### src/rtl/uart_pkg.sv
// Shared UART definitions: serialiser state encoding, frame constants and the
// peripheral register addresses that the memory-mapped block decodes.
// Optional build macro: UART_PARITY_EN (adds an even-parity bit, 8E1 frames).
package uart_pkg;

    localparam int unsigned UART_DATA_BITS  = 8;
    localparam logic        UART_STOP_LEVEL = 1'b1;

    // Register map shared with the peripheral block.
    localparam logic [31:0] UART_TX_DATA_ADDR = 32'h4000_0018;
    localparam logic [31:0] UART_STATUS_ADDR  = 32'h4000_0020;

`ifdef UART_PARITY_EN
    localparam int unsigned UART_FRAME_BITS = 11;
`else
    localparam int unsigned UART_FRAME_BITS = 10;
`endif

    typedef enum logic [2:0] {
        UART_IDLE   = 3'd0,
        UART_START  = 3'd1,
        UART_DATA   = 3'd2,
`ifdef UART_PARITY_EN
        UART_PARITY = 3'd3,
`endif
        UART_STOP   = 3'd4
    } uart_state_e;

`ifdef UART_PARITY_EN
    // Even parity: the parity bit makes the total count of ones even.
    function automatic logic even_parity(input logic [UART_DATA_BITS-1:0] b);
        return ^b;
    endfunction
`endif

endpackage

### src/rtl/sync_fifo.sv
// Single-clock first-word-fall-through FIFO. Pointers carry one extra wrap
// bit so full and empty are told apart without a separate counter.
module sync_fifo #(
    parameter int unsigned WIDTH = 8,
    parameter int unsigned DEPTH = 8
) (
    input  logic                       clk,
    input  logic                       reset,
    input  logic                       push,
    input  logic                       pop,
    input  logic [WIDTH-1:0]           din,
    output logic [WIDTH-1:0]           dout,
    output logic                       full,
    output logic                       empty,
    output logic [$clog2(DEPTH):0]     level
);

    localparam int unsigned AW = $clog2(DEPTH);
    localparam logic [AW:0] PTR_INC = (AW+1)'(1);

    logic [WIDTH-1:0] mem [DEPTH];
    logic [AW:0]      wr_ptr;
    logic [AW:0]      rd_ptr;
    logic             push_ok;
    logic             pop_ok;

    // Full/empty come straight from the registered pointers, so a push in
    // the same cycle as a pop is still refused when the FIFO was full.
    assign full    = (wr_ptr[AW] != rd_ptr[AW]) && (wr_ptr[AW-1:0] == rd_ptr[AW-1:0]);
    assign empty   = (wr_ptr == rd_ptr);
    assign level   = wr_ptr - rd_ptr;
    assign push_ok = push && !full;
    assign pop_ok  = pop && !empty;
    assign dout    = mem[rd_ptr[AW-1:0]];

    // Storage write.
    // NOTE: the storage array has no reset; the pointers alone define which
    // entries are valid, and leaving it unreset lets it map onto plain RAM.
    always_ff @(posedge clk) begin
        if (push_ok) begin
            mem[wr_ptr[AW-1:0]] <= din;
        end
    end

    // Pointer update; wrap is implicit in the AW+1 bit arithmetic.
    // NOTE: sequential state uses non-blocking assignments so every register
    // samples pre-edge values regardless of statement order.
    always_ff @(posedge clk) begin
        if (!reset) begin
            wr_ptr <= '0;
            rd_ptr <= '0;
        end else begin
            if (push_ok) wr_ptr <= wr_ptr + PTR_INC;
            if (pop_ok)  rd_ptr <= rd_ptr + PTR_INC;
        end
    end

endmodule

### src/rtl/uart_tx_fifo.sv
// Buffered UART transmitter: byte writes are queued in sync_fifo and sent
// LSB first as 8N1, or 8E1 when built with UART_PARITY_EN defined.
// txd and tx_status are registered from next-state values so both are
// glitch-free and change on the same edge as the state they describe.
module uart_tx_fifo
    import uart_pkg::*;
#(
    parameter int unsigned BAUD_DIV   = 5208,
    parameter int unsigned FIFO_DEPTH = 8
) (
    input  logic       clk,
    input  logic       reset,
    input  logic [7:0] tx_data,
    input  logic       tx_enable,
    output logic       tx_ready,
    output logic       tx_status,
    output logic       tx_overflow,
    output logic [6:0] tx_level,
    output logic       PC_Uart_txd
);

    localparam int unsigned LW        = $clog2(FIFO_DEPTH) + 1;
    localparam logic [15:0] BAUD_LAST = 16'(BAUD_DIV - 1);
    localparam logic [2:0]  BIT_LAST  = 3'(UART_DATA_BITS - 1);

    uart_state_e state_q, state_d;
    logic [15:0] baud_q, baud_d;
    logic [2:0]  bit_idx_q, bit_idx_d;
    logic [7:0]  shift_q, shift_d;
    logic        txd_q, txd_d;
    logic        status_q, status_d;
    logic        overflow_q;
    logic        baud_last;
    logic        push_ok;
    logic        fifo_pop;
    logic        fifo_full;
    logic        fifo_empty;
    logic [7:0]  fifo_dout;
    logic [LW-1:0] fifo_level;
    logic [6:0]  level_d;
`ifdef UART_PARITY_EN
    logic        parity_q, parity_d;
`endif

    sync_fifo #(
        .WIDTH (8),
        .DEPTH (FIFO_DEPTH)
    ) u_fifo (
        .clk   (clk),
        .reset (reset),
        .push  (tx_enable),
        .pop   (fifo_pop),
        .din   (tx_data),
        .dout  (fifo_dout),
        .full  (fifo_full),
        .empty (fifo_empty),
        .level (fifo_level)
    );

    assign baud_last   = (baud_q == BAUD_LAST);
    assign push_ok     = tx_enable && !fifo_full;
    assign tx_ready    = !fifo_full;
    assign tx_level    = 7'(fifo_level);
    assign tx_status   = status_q;
    assign tx_overflow = overflow_q;
    assign PC_Uart_txd = txd_q;

    // Serialiser next-state: baud timing, bit sequencing and FIFO pop.
    // NOTE: every signal gets a default before the case so no path leaves it
    // unassigned, which would otherwise infer a latch.
    always_comb begin
        state_d   = state_q;
        baud_d    = baud_q;
        bit_idx_d = bit_idx_q;
        shift_d   = shift_q;
        fifo_pop  = 1'b0;
`ifdef UART_PARITY_EN
        parity_d  = parity_q;
`endif
        case (state_q)
            UART_IDLE: begin
                if (!fifo_empty) begin
                    fifo_pop  = 1'b1;
                    shift_d   = fifo_dout;
                    bit_idx_d = '0;
                    baud_d    = '0;
                    state_d   = UART_START;
`ifdef UART_PARITY_EN
                    parity_d  = even_parity(fifo_dout);
`endif
                end
            end
            UART_START: begin
                if (baud_last) begin
                    baud_d  = '0;
                    state_d = UART_DATA;
                end else begin
                    baud_d  = baud_q + 16'd1;
                end
            end
            UART_DATA: begin
                if (baud_last) begin
                    baud_d  = '0;
                    shift_d = {1'b0, shift_q[7:1]};
                    if (bit_idx_q == BIT_LAST) begin
`ifdef UART_PARITY_EN
                        state_d = UART_PARITY;
`else
                        state_d = UART_STOP;
`endif
                    end else begin
                        bit_idx_d = bit_idx_q + 3'd1;
                    end
                end else begin
                    baud_d = baud_q + 16'd1;
                end
            end
`ifdef UART_PARITY_EN
            UART_PARITY: begin
                if (baud_last) begin
                    baud_d  = '0;
                    state_d = UART_STOP;
                end else begin
                    baud_d  = baud_q + 16'd1;
                end
            end
`endif
            UART_STOP: begin
                if (baud_last) begin
                    baud_d  = '0;
                    state_d = UART_IDLE;
                end else begin
                    baud_d  = baud_q + 16'd1;
                end
            end
            default: begin
                state_d = UART_IDLE;
                baud_d  = '0;
            end
        endcase
    end

    // Line level and idle status as they will be after this edge.
    always_comb begin
        case (state_d)
            UART_START:  txd_d = 1'b0;
            UART_DATA:   txd_d = shift_d[0];
`ifdef UART_PARITY_EN
            UART_PARITY: txd_d = parity_d;
`endif
            default:     txd_d = UART_STOP_LEVEL;
        endcase
        level_d  = tx_level + 7'(push_ok) - 7'(fifo_pop);
        status_d = (state_d == UART_IDLE) && (level_d == 7'd0);
    end

    // Serialiser state, registered outputs and sticky overflow flag.
    always_ff @(posedge clk) begin
        if (!reset) begin
            state_q    <= UART_IDLE;
            baud_q     <= '0;
            bit_idx_q  <= '0;
            shift_q    <= '0;
            txd_q      <= UART_STOP_LEVEL;
            status_q   <= 1'b1;
            overflow_q <= 1'b0;
`ifdef UART_PARITY_EN
            parity_q   <= 1'b0;
`endif
        end else begin
            state_q    <= state_d;
            baud_q     <= baud_d;
            bit_idx_q  <= bit_idx_d;
            shift_q    <= shift_d;
            txd_q      <= txd_d;
            status_q   <= status_d;
            if (tx_enable && fifo_full) overflow_q <= 1'b1;
`ifdef UART_PARITY_EN
            parity_q   <= parity_d;
`endif
        end
    end

endmodule

### config.mk
export PLATFORM = sky130hd
export DESIGN_NAME = uart_tx_fifo
export DESIGN_NICKNAME = d
export VERILOG_FILES = /design/src/rtl/uart_pkg.sv /design/src/rtl/sync_fifo.sv /design/src/rtl/uart_tx_fifo.sv
export SDC_FILE = /design/constraint.sdc
export NUM_CORES = 1
export LEC_CHECK = 0
export ABC_AREA = 1
export CAP_MARGIN = 20
export CORE_MARGIN = 1
export CORE_UTILIZATION = 25
export DETAILED_ROUTE_END_ITERATION = 16
export GPL_ROUTABILITY_DRIVEN = 0
export GPL_TIMING_DRIVEN = 0
export RECOVER_POWER = 50
export SETUP_SLACK_MARGIN = 0.4
export SLEW_MARGIN = 25
export SYNTH_ARGS = -nofsm -noshare
export SYNTH_HDL_FRONTEND = slang
export SYNTH_SLANG_ARGS = --single-unit
### constraint.sdc
create_clock -name clk -period 6.7 [get_ports clk]
set_input_delay 1.005 -clock clk [delete_from_list [all_inputs] [get_ports clk]]
set_output_delay 1.005 -clock clk [all_outputs]
set_load 0.02 [all_outputs]
# == Word level (Yosys, flattened, before mapping) ==
# Memories as Yosys holds them, arrays and structs flattened. A register that Yosys moved wholly into a read port is not among the register bits.
# Cells that the tools add are included.
# totals
register_bits,41
elab_cells,68
inputBits,11
ramBits,64
memories,1
# memory_table
memory,words,word_bits,rd,rd_clocked_by_memory_dff,write_ports,line_no,rtl
u_fifo.mem,8,8,1,1,1,sync_fifo.sv:21,logic [WIDTH-1:0] mem [DEPTH];
# classes
n_mux,23
n_eq_ne,13
add_sub_neg,7
reduce_logical,14
# op_table
operator,n
$mux W16,2
$pmux W16 S2,1
$mux W3,10
$add A16 B1 Y16 const B,1
$eq A16 B13 Y1 const B,1
$mux W8,2
$pmux W8 S2,1
$pmux W3 S4,1
$add A4 B1 Y4 const B,2
$logic_not A7 Y1,1
$eq A3 B1 Y1 const B,2
$eq A3 B2 Y1 const B,2
$eq A3 B3 Y1 const B,2
$logic_not A3 Y1,2
$ne A2 B2 Y1 const B,3
$pmux W3 S2,1
$sub A5 B1 Y6,1
$add A4 B1 Y5,1
$logic_and A1 B1 Y1,5
$eq A4 B4 Y1,1
$mux W1,4
$reduce_and A4 Y1,1
$sub A4 B4 Y4,1
$add A3 B1 Y3 const B,1
7 further kinds,8

# == Longest topological paths before layout ==
# logic_depth
depth_word,8
ltp_mapped,20

# == Modules after synthesis ==
# A second synthesis with hierarchy kept.
# hier_totals
hier_cells,608
hier_area_um2,5380.2
# modules_own_cells
module,n_inst,cells_per_inst,area_per_inst_um2
sync_fifo,1,295,3229.3
uart_tx_fifo,1,313,2150.8

# == Worst setup path before layout ==
# No wires, ideal clock.
# synth_path
kind,register -> register
startpoint,register u_fifo.wr_ptr[0]
endpoint,register status_q (netlist: tx_status)
synth_period_minus_slack_ns,2.896
slack_ns,3.804
n_path_buf,1
stages_incl_launch_ff,20
t_arrival_ns,2.837
setup_time_ns,0.059
cell_sequence,dfxtp_1 > inv_1 > ha_1 > inv_1 > nor2_4 > nand2_1 > nand2_1 > inv_2 > buf_4 > ha_1 > inv_1 > ha_1 > inv_1 > fa_1 > o21ai_0 > a211oi_1 > nand3_1 > nor2_1 > nand3_1 > nand2_1
# synth_lines
element,line_no,rtl
"start, declared",sync_fifo.sv:22,logic [AW:0] wr_ptr;
"start signal, assigned",sync_fifo.sv:53,if (push_ok) wr_ptr <= wr_ptr + PTR_INC;
$sub A4 B4 Y4,sync_fifo.sv:31,assign level = wr_ptr - rd_ptr;
via tx_level[0],uart_tx_fifo.sv:18,"output logic [6:0] tx_level,"
$add A4 B1 Y5,uart_tx_fifo.sv:153,level_d = tx_level + 7'(push_ok) - 7'(fifo_pop);
$sub A5 B1 Y6,uart_tx_fifo.sv:153,
$logic_not A7 Y1,uart_tx_fifo.sv:154,status_d = (state_d == UART_IDLE) && (level_d == 7'd0);
$logic_and A1 B1 Y1,uart_tx_fifo.sv:154,
"end signal, assigned",uart_tx_fifo.sv:176,status_q <= status_d;
"end, declared",uart_tx_fifo.sv:31,"logic status_q, status_d;"
# The timed path passes the listed nets, and every way through them passes these cells.
# A chain may end at the register's enable or synchronous reset.

# == Worst setup path in the final report ==
# layout_path
startpoint,register u_fifo.rd_ptr[2]
endpoint,register status_q (netlist: tx_status)
# layout_via
elab_chain_cells,8
# layout_lines
element,line_no,rtl
"start, declared",sync_fifo.sv:23,logic [AW:0] rd_ptr;
"start signal, assigned",sync_fifo.sv:54,if (pop_ok) rd_ptr <= rd_ptr + PTR_INC;
branches (longest 7 deep; another with $sub A5 B1 Y6),-,
$logic_and A1 B1 Y1 *,uart_tx_fifo.sv:154,
# Mark *: on every way between the ends.

==> qor.csv <==
metric;value;unit
synth-main-ff-cell;edfxtp_1;
rsz0062_at_grt;false;
yosysWarnings;0;
setup.worst_path.class;reg -> reg;
crit_chain;inv_1, ha_1, nand2_1, nor2_1, nand2_1, nand2_1, inv_1, clkbuf_1, ha_1, inv_1, ha_1, inv_1, fa_1, o21ai_0, a211oi_1, nand3_1, nor2_1, nand3_1, nand2_1;
finalSetupTns;0;ps
initial_core_util;25.5;%
cts_tree;yes;
report.final.slew_viol_count;0;
clk_path_buf_depth;2;
syn_avg_cell_area;9.21;um2
peakVddDrop;177;uV
synth_area;4970;um2
fmax;286;MHz
relSlewSlack;40.5;%
worst_pin_slew;889;ps
clockRootBuffer;clkbuf_16;
antenna_found_initial;0;
core;19500;um2
yosys-top-cells-area;edfxtp_1 (39%), dfxtp_1 (18%), nand2_1 (6.1%);
synth_top_area_cell;edfxtp_1;
insertion_delay;350;ps
portBuffers;18;
power.leakage;2.15;nW
p_int;1.27;mW
p_sw;0.775;mW
arrival;3800;ps
drc_errors;0;
dr.pass1.iters;5;
slowest_delay;470;ps
drv_cap;0;
cp-end-kind;flip-flop;
synthesis.instances;540;
synth-seq-cells;108;
grt_pass1_wl;16900;um
hold_violations;0;
start_kind;flip-flop;
grt_pass1_vias;3347;
hold_class;reg -> reg;
path_clk_slew;80;ps
layout-drive-gt1-share;6.96;%
grt_usage;10.9;%
htree_levels;3;
post-cts-setup-buffers;0;
cts_resized;0;
rows;51;
grt_start_max_net_pins;20;
cts.sinks;108;
syn_to_final_growth;15.4;%
die_area;20500;um2
die_h;143;um
ys_types;35;
die_x;143;um
routed_wl;10400;um
cts_buffers;9;
vias;3639;
setup_viol;0;
ys_seq_area_share;56.4;%
status;completed;
synth_top_area_share;38.7;%
avgViaCountPerCell;4.33;
layout.nets;597;
powerDensity;356;nW/um2
min_period_over_period;52.1;%
power_frac_clock;25.1;%
synth_edf_count;64;
ioPinCount;22;
switching_share;37.9;%
hpwlAfterDp;7460;um
critPathSlowestCell;fa_1;
dpl_cell_area;5500;um2
cp_num_buf_inv;5;
grt_overflow;0;
comb_power_share;36.3;%
cp.required;7000;ps
drt_first_iter_violations;307;
path_max_fanout;10;
wl_per_cell;12.4;um
hold_buffers;0;
synth-async-reset-ratio;0;%
p_seq_share;38.5;%
diodes;0;
critPathTopFamily;adder cells;
finClkSkew;10.7;ps
final_area;5740;um2
ant_nets;0;
fin_crit;3490;ps
-- synth_stat cells (5+ instances only) --
cell,n
clkbuf_1,11
edfxtp_1,64
buf_4,5
dfxtp_1,44
nor2_1,77
o21ai_0,50
a21oi_1,31
inv_1,58
ha_1,13
inv_2,5
nand3_1,40
o211ai_1,15
nand2_1,81
nor3_1,7
-- area by class of cell --
class,instances,area [um2]
timing repair buffer,18,180
clock buffer,9,225
multi-input combinational,350,1800
fill,2067,13700
tap,265,332
sequential,108,2800
buffer,21,103
inverter,63,236
clock inverter,6,60.1
-- flip-flops by register name, indices dropped and copies added (netlist names), named ones only --
signal / flops
state_q: 3
PC_Uart_txd: 1
shift_q: 8
tx_status: 1
u_fifo.mem: 64
bit_idx_q: 3
u_fifo.wr_ptr: 4
baud_q: 16
u_fifo.rd_ptr: 4
tx_overflow: 1
-- worst register-to-register path, cell delays in order, from the launching register on --
cell and delay (ps):
dfxtp_1 360, inv_1 80, ha_1 350, nand2_1 90, nor2_1 80, nand2_1 80
nand2_1 80, inv_1 220, clkbuf_1 450, ha_1 330, inv_1 50, ha_1 150
inv_1 50, fa_1 470, o21ai_0 70, a211oi_1 210, nand3_1 110, nor2_1 90
nand3_1 80, nand2_1 60
-- final timing paths --
check | from | to | depth (start not counted) | slack, ps
setup / recovery | u_fifo.rd_ptr[2] | tx_status | 19 | 3210
hold / removal | tx_overflow | tx_overflow | 2 | 460
setup reg to reg | u_fifo.rd_ptr[2] | tx_status | 19 | 3210
hold reg to reg | tx_overflow | tx_overflow | 2 | 460
-- through the flow --
| step | setup WS, ps | total power, mW | hold slack (ps) | instances | utilization [%] |
|---|---|---|---|---|---|
| 4_1_cts | 3390 | 2.09 | 456 | 840 | 29.7 |
| 3_3_place_gp | 3380 | 1.58 | 442 | 825 | 28.2 |
| 2_1_floorplan | 3800 | 1.35 | 443 | 542 | - |
| 6_report | 3210 | 2.05 | 457 | 840 | 29.5 |
| 5_1_grt | 2800 | 2.20 | 492 | 840 | 29.5 |
| 3_5_place_dp | 3500 | 1.58 | 445 | 825 | 28.2 |
-- metal layers --
metal / GRT usage [%] / vias up / share of wire, %
met5: 0 / - / 0
met4: 4.87 / 0 / 1.5
met3: 2.35 / 10 / 3.8
met2: 18.3 / 71 / 48
met1: 13.5 / 1681 / 46
li1: - / 1877 / -
-- power groups by stage --
| stage | sequential (mW) | clock, mW | combinational (mW) |
|---|---|---|---|
| 4_1_cts | 0.789 | 0.525 | 0.781 |
| 5_1_grt | 0.795 | 0.548 | 0.855 |
| 2_1_floorplan | 0.800 | 0 | 0.554 |
| 6_report | 0.788 | 0.514 | 0.743 |
| 3_3_place_gp | 0.803 | 0 | 0.772 |
| 3_5_place_dp | 0.803 | 0 | 0.778 |
-- cells by family (layout without fill, tap and decap cells) --
family / after synthesis / after routing / synth area share [%]
xor+xnor: 2 / 2 / 0.503
other cells: 1 / 3 / 0.0754
compound gates: 103 / 103 / 11.8
flops: 108 / 108 / 56.4
fa+ha+maj: 15 / 15 / 4.08
buf+inv: 84 / 117 / 6.97
simple gates: 226 / 226 / 20.0
mux: 1 / 1 / 0.201
-- layout by cell type, fill, tap and decap left out, types with 3 or more instances in the layout --
cell and instances:
conb_1 3, inv_1 61, buf_4 3, clkbuf_1 13, edfxtp_1 64, nor3_1 6, nand2_1 82, a21oi_1 32
nand3_1 42, o211ai_1 15, nor2_2 4, dlygate4sd3_1 9, clkbuf_16 9, nor2_1 78, buf_2 4, ha_1 13
dfxtp_1 44, clkdlybuf4s50_1 9, o21ai_0 50
Note: power is estimated with default switching activity, not from simulation.
